$ cat config.mk
export PLATFORM = sky130hd
export DESIGN_NAME = i_decode
export DESIGN_NICKNAME = d
export VERILOG_FILES = /design/src/rtl/i_decode_pkg.sv /design/src/rtl/i_decode_imm_gen.sv /design/src/rtl/i_decode.sv
export SDC_FILE = /design/constraint.sdc
export NUM_CORES = 1
export LEC_CHECK = 0
export CAP_MARGIN = 20
export CORE_ASPECT_RATIO = 1.75
export CORE_MARGIN = 8
export CORE_UTILIZATION = 42
export CTS_CLUSTER_SIZE = 28
export DETAILED_ROUTE_END_ITERATION = 8
export GPL_ROUTABILITY_DRIVEN = 0
export GPL_TIMING_DRIVEN = 0
export PLACE_DENSITY = 0.83
export SYNTH_ARGS = -nofsm -noshare
export SYNTH_HDL_FRONTEND = slang
export SYNTH_SLANG_ARGS = --single-unit
$ cat constraint.sdc
create_clock -name clk -period 5.5 [get_ports clk]
set_input_delay 0.55 -clock clk [delete_from_list [all_inputs] [get_ports clk]]
set_output_delay 0.55 -clock clk [all_outputs]
set_load 0.01 [all_outputs]
$ cat src/rtl/i_decode_pkg.sv
// Shared RV32 decode constants: field widths, supported opcodes and the
// decoder FSM state encoding, also used by the instruction buffer side.
package i_decode_pkg;

   localparam int OPT_SIZE   = 7;
   localparam int FUNCT_SIZE = 3;
   localparam int REG_SIZE   = 5;

   localparam logic [OPT_SIZE-1:0] OPCODE_B = 7'b1100011;
   localparam logic [OPT_SIZE-1:0] OPCODE_L = 7'b0000011;
   localparam logic [OPT_SIZE-1:0] OPCODE_S = 7'b0100011;
   localparam logic [OPT_SIZE-1:0] OPCODE_I = 7'b0010011;
   localparam logic [OPT_SIZE-1:0] OPCODE_R = 7'b0110011;

   typedef enum logic [1:0] {
      IDLE = 2'b00,
      HOLD = 2'b01,
      SEND = 2'b10,
      COOL = 2'b11
   } state_e;

   function automatic logic opcode_supported(input logic [OPT_SIZE-1:0] opt);
      logic ok;
      case (opt)
         OPCODE_B, OPCODE_L, OPCODE_S, OPCODE_I, OPCODE_R: ok = 1'b1;
         default:                                          ok = 1'b0;
      endcase
      return ok;
   endfunction

endpackage

$ cat src/rtl/i_decode_imm_gen.sv
// Combinational immediate generator: builds the sign-extended immediate for
// the supported RV32 formats; R-type and unknown opcodes yield zero.
module i_decode_imm_gen
   import i_decode_pkg::*;
#(
   parameter int DATA_WIDTH = 32
) (
   input  logic [DATA_WIDTH-1:0] inst_i,
   input  logic [OPT_SIZE-1:0]   opt_i,
   output logic [DATA_WIDTH-1:0] imm_o
);

   logic sign_s;

   assign sign_s = inst_i[31];

   // Immediate assembly per instruction format
   always_comb begin
      imm_o = {DATA_WIDTH{1'b0}};
      case (opt_i)
         OPCODE_I, OPCODE_L: imm_o = {{(DATA_WIDTH-12){sign_s}}, inst_i[31:20]};
         OPCODE_S:           imm_o = {{(DATA_WIDTH-12){sign_s}}, inst_i[31:25], inst_i[11:7]};
         OPCODE_B:           imm_o = {{(DATA_WIDTH-13){sign_s}}, inst_i[31], inst_i[7],
                                      inst_i[30:25], inst_i[11:8], 1'b0};
         OPCODE_R:           imm_o = {DATA_WIDTH{1'b0}};
         default:            imm_o = {DATA_WIDTH{1'b0}};
      endcase
   end

endmodule

$ cat src/rtl/i_decode.sv
// RV32 decode stage: accepts one instruction from fetch, registers its fields
// and hands them to the instruction buffer with a single-cycle valid pulse.
module i_decode
   import i_decode_pkg::*;
#(
   parameter int DATA_WIDTH = 32
) (
   input  logic                  clk,
   input  logic                  rst,
   input  logic                  flush,
   input  logic                  if_valid,
   input  logic [DATA_WIDTH-1:0] if_inst,
   output logic                  if_ready,
   input  logic                  ib_vacant,
   output logic                  ib_valid,
   output logic [OPT_SIZE-1:0]   ib_opt,
   output logic [FUNCT_SIZE-1:0] ib_funct,
   output logic [REG_SIZE-1:0]   ib_rs1,
   output logic [REG_SIZE-1:0]   ib_rs2,
   output logic [REG_SIZE-1:0]   ib_rd,
   output logic [DATA_WIDTH-1:0] ib_imm,
   output logic                  illegal
);

   state_e                state_q;
   logic                  if_ready_q;
   logic                  ib_valid_q;
   logic                  illegal_q;
   logic [OPT_SIZE-1:0]   opt_q;
   logic [FUNCT_SIZE-1:0] funct_q;
   logic [REG_SIZE-1:0]   rs1_q;
   logic [REG_SIZE-1:0]   rs2_q;
   logic [REG_SIZE-1:0]   rd_q;
   logic [DATA_WIDTH-1:0] imm_q;

   logic [OPT_SIZE-1:0]   opt_d;
   logic [FUNCT_SIZE-1:0] funct_d;
   logic [REG_SIZE-1:0]   rs1_d;
   logic [REG_SIZE-1:0]   rs2_d;
   logic [REG_SIZE-1:0]   rd_d;
   logic [DATA_WIDTH-1:0] imm_d;
   logic                  legal_d;

   assign opt_d   = if_inst[6:0];
   assign funct_d = if_inst[14:12];
   assign rs1_d   = if_inst[19:15];
   assign legal_d = opcode_supported(opt_d);

   i_decode_imm_gen #(
      .DATA_WIDTH (DATA_WIDTH)
   ) u_imm_gen (
      .inst_i (if_inst),
      .opt_i  (opt_d),
      .imm_o  (imm_d)
   );

   // rs2 exists only for R/S/B, rd only for R/I/L; absent fields read as zero
   always_comb begin
      rs2_d = {REG_SIZE{1'b0}};
      rd_d  = {REG_SIZE{1'b0}};
      case (opt_d)
         OPCODE_R: begin
            rs2_d = if_inst[24:20];
            rd_d  = if_inst[11:7];
         end
         OPCODE_S, OPCODE_B: begin
            rs2_d = if_inst[24:20];
            rd_d  = {REG_SIZE{1'b0}};
         end
         OPCODE_I, OPCODE_L: begin
            rs2_d = {REG_SIZE{1'b0}};
            rd_d  = if_inst[11:7];
         end
         default: begin
            rs2_d = {REG_SIZE{1'b0}};
            rd_d  = {REG_SIZE{1'b0}};
         end
      endcase
   end

   // Handshake FSM with registered outputs; COOL lets ib_vacant settle after a pulse
   always_ff @(posedge clk) begin
      if (rst) begin
         state_q    <= IDLE;
         if_ready_q <= 1'b1;
         ib_valid_q <= 1'b0;
         illegal_q  <= 1'b0;
         opt_q      <= {OPT_SIZE{1'b0}};
         funct_q    <= {FUNCT_SIZE{1'b0}};
         rs1_q      <= {REG_SIZE{1'b0}};
         rs2_q      <= {REG_SIZE{1'b0}};
         rd_q       <= {REG_SIZE{1'b0}};
         imm_q      <= {DATA_WIDTH{1'b0}};
      end else if (flush) begin
         state_q    <= IDLE;
         if_ready_q <= 1'b1;
         ib_valid_q <= 1'b0;
         illegal_q  <= 1'b0;
      end else begin
         illegal_q <= 1'b0;
         case (state_q)
            IDLE: begin
               if (if_valid) begin
                  if (legal_d) begin
                     opt_q      <= opt_d;
                     funct_q    <= funct_d;
                     rs1_q      <= rs1_d;
                     rs2_q      <= rs2_d;
                     rd_q       <= rd_d;
                     imm_q      <= imm_d;
                     if_ready_q <= 1'b0;
                     state_q    <= HOLD;
                  end else begin
                     illegal_q <= 1'b1;
                  end
               end
            end
            HOLD: begin
               if (ib_vacant) begin
                  ib_valid_q <= 1'b1;
                  state_q    <= SEND;
               end
            end
            SEND: begin
               ib_valid_q <= 1'b0;
               state_q    <= COOL;
            end
            COOL: begin
               if_ready_q <= 1'b1;
               state_q    <= IDLE;
            end
            default: begin
               state_q    <= IDLE;
               if_ready_q <= 1'b1;
               ib_valid_q <= 1'b0;
            end
         endcase
      end
   end

   assign if_ready = if_ready_q;
   assign ib_valid = ib_valid_q;
   assign illegal  = illegal_q;
   assign ib_opt   = opt_q;
   assign ib_funct = funct_q;
   assign ib_rs1   = rs1_q;
   assign ib_rs2   = rs2_q;
   assign ib_rd    = rd_q;
   assign ib_imm   = imm_q;

endmodule

==> flow_summary_export.csv <==
group,metric,value,unit
logic_synthesis,synthTopCellsByCount,"dfxtp_1, nand2_1, buf_4",
cts,clock_sinks,43,
global_route,grt_pass1_wl,8500,µm
finish,layout.cells.non_filler,358,
global_route,grt_pass1_vias,1756,
floorplan,row_count,32,
power,ir_drop,0.208,mV
worst_setup_path,crit-reg2reg-launch,"state_q[0]$_SDFFE_PP0P_",
worst_setup_path,slowest_stage,"a2111oi_4",
logic_synthesis,synth_top_area_share,46.0,%
global_route,grt_overflow,0,
cts,cts_setup_buffers,0,
worst_setup_path,cp-start-kind,"input port",
global_route,grt_use_met3,3.99,%
global_route,grt.met1_usage,15.2,%
worst_setup_path,cp_data_required_time,5.70,ns
worst_setup_path,reg2reg_depth,6,
global_route,track_usage,15.7,%
sta,rsz0062_at_grt,"no",
routing,vias_per_cell,4.90,
hold_path,min_to,"ib_opt[5]$_SDFFE_PP0P_",
finish,syn_to_final_growth,60.2,%
cts,clk_pin_slew_worst_paths,0.08,ns
sta,min_period,2.39,ns
logic_synthesis,seq_area_frac_synth,46.0,%
worst_setup_path,crit_arrival,2.58,ns
cts,htreeDepth,2,
sta,min_period_over_period,43.4,%
cts,cts-root-buf,"clkbuf_8",
logic_synthesis,ys.flop_type,"dfxtp_1",
sta,tns,0,ns
global_route,grt_max_degree,22,
worst_setup_path,cp_num_cells,6,
sta,finalClockSkew,0.00524,ns
cts,cts_resized,0,
logic_synthesis,synth.most_common_cell,"dfxtp_1",
global_route,antenna_found_initial,0,
logic_synthesis,synth-seq-cells,43,
sta,worst_slew_pin_slew,0.941,ns
routing,drc,0,
logic_synthesis,syn_area,0.00187,mm²
sta,finalWorstSetupSlack,3.11,ns
sta,setup-violations-final,0,
worst_setup_path,path_buf_inv,2,
worst_setup_path,path_cells,"clkdlybuf4s50_1, nand2b_2, a2111oi_4, nor2_2, buf_2, a22o_1",
floorplan,core,0.00436,mm²
floorplan,io_pins,97,
logic_synthesis,yosysWarnings,0,
worst_setup_path,crit_start,"if_inst[4]",
cts,cts_buffers,5,
global_route,met2_usage,29.8,%
worst_setup_path,worstSetupEndpointType,"flip-flop",
routing,wl_per_cell,15.2,µm
power,leakage,1.12,nW
logic_synthesis,ys_top_cells_by_area,"dfxtp_1, buf_4, a22o_1",
worst_setup_path,cpPeakStageDelay,0.63,ns
routing,dr_total_vias,1754,
place,dp_cells,350,
cts,cts_tree,"built",
worst_setup_path,reg2reg_to,"ib_imm[5]$_SDFFE_PP0P_",
cts,clockBufferDepth,2,
worst_setup_path,path_class,"input port to flip-flop",
place,io_buffer_count,95,
finish,drive_gt1_share,12.4,%
finish,final_net_count,348,
floorplan,die_area,0.00693,mm²
cts,clk_latency,0.30,ns
logic_synthesis,avgSynthCellArea,9.18,µm²
logic_synthesis,syn_nets,246,
finish,antenna_cells,0,
hold_path,hold_class,"flip-flop to flip-flop",
hold_path,min_path_cells,2,
logic_synthesis,synth_edf_count,0,
worst_setup_path,path_delay_family,"compound AO/OA/AOI/OAI gates",
sta,max_slew_margin,36.7,%
sta,whs,0.456,ns
floorplan,start_util,42.9,%
routing,routed_wl,5440,µm
worst_setup_path,r2r_slack,3.41,ns
global_route,globalRoute.busiestLayer,"met2",
routing,postRouteAntennaNets,0,
routing,drt_iter0_drc,55,
sta,hold_viol_final,0,
logic_synthesis,ys_types,36,
job,maxCapViolCount,0,
hold_path,worstHoldStart,"ib_opt[5]$_SDFFE_PP0P_",
cts,postCtsHoldBufs,0,
logic_synthesis,yosys.area.top_type,"dfxtp_1",
logic_synthesis,synthCells,204,
worst_setup_path,crit_fanout,10,
place,hpwl,4480,µm
power,power.density,206,mW/mm²
floorplan,die_w,66.5,µm
floorplan,die_y,104,µm
logic_synthesis,ys_async_sr_fraction,0,%
place,place_worst_setup_slack,2.81,ns
run_status,outcome,"finished, final reports clean",
sta,fmax,419,MHz
routing,firstDrtPassIters,4,
sta,slew_violations,0,
## how the worst max path moves through the flow
| stage | end | slack (ns) |
|---|---|---|
| after floorplan | ib_imm[10]$_SDFFE_PP0P_ | 3.55 |
| after global placement | ib_imm[9]$_SDFFE_PP0P_ | 2.76 |
| after detailed placement | ib_rd[1]$_SDFFE_PP0P_ | 2.81 |
| after CTS | ib_imm[9]$_SDFFE_PP0P_ | 3.13 |
| after global routing | ib_rs2[3]$_SDFFE_PP0P_ | 2.99 |
| final | ib_imm[9]$_SDFFE_PP0P_ | 3.11 |
## power by group
part | switching (W) | leakage (nW) | internal, W
Clock | 0.000110 | 0.0581 | 0.000135
Combinational | 0.0000248 | 0.718 | 0.0000345
Sequential | 0.000000814 | 0.347 | 0.000312
## per-stage QoR
stage | total power (W) | area, µm² | util, %
floorplan | 0.000342 | 1870 | -
global placement | 0.000379 | 2890 | 66.1
detailed placement | 0.000380 | 2890 | 66.1
CTS | 0.000627 | 3000 | 68.7
global route | 0.000641 | 3000 | 68.7
finish | 0.000618 | 3000 | 68.7
## kinds of logic after synthesis
| group | synth area share [%] |
|---|---|
| DFF | 46.0 |
| adders and majority gates | 3.34 |
| buffers and inverters | 10.3 |
| AOI/OAI and AO/OA | 19.4 |
| and+or+nand+nor | 19.9 |
| muxes | 1.07 |
## flip-flops by register name (all words and copies together), names as in the netlist
name and flops:
if_ready 1, ib_rd 5, ib_valid 1, ib_rs1 5, ib_opt 7, ib_funct 3
illegal 1, state_q 2, ib_rs2 5, ib_imm 13
## cell usage in the layout (no fill, tap or decap), types with 2 or more instances in the layout
cell type | synthesis | final
clkdlybuf4s50_1 | 0 | 95
dfxtp_1 | 43 | 43
nand2_1 | 34 | 34
buf_4 | 19 | 19
a21oi_1 | 17 | 17
nor2_1 | 17 | 17
a22o_1 | 16 | 16
a22oi_1 | 6 | 6
clkbuf_1 | 5 | 5
nor2b_1 | 5 | 5
ha_1 | 5 | 5
clkbuf_8 | 0 | 5
buf_2 | 4 | 4
nand3_1 | 4 | 4
and2_1 | 3 | 3
inv_1 | 2 | 2
nor3_1 | 2 | 2
mux2i_1 | 2 | 2
## worst min-delay path: cells and delay by family (launching register included)
family | cells | cell delay [ns]
AO/OA/AOI/OAI | 1 | 0.05
flip-flops | 1 | 0.31
AND/OR/NAND/NOR | 1 | 0.05
## cell type report
class / instances / area (µm²)
flip-flops and latches: 43 / 861
well taps: 51 / 63.8
repair buffers: 95 / 951
clock buffers: 5 / 68.8
fillers: 363 / 1370
clock inverters: 3 / 43.8
inverters: 2 / 7.51
multi-input cells: 130 / 818
plain buffers: 29 / 185
## layer usage
layer	share of wire, %	vias up
met5	0	-
met4	1.5	0
met3	6.8	6
met2	56	61
met1	36	793
li1	-	894
No activity file was read; power rests on OpenSTA's default activity.
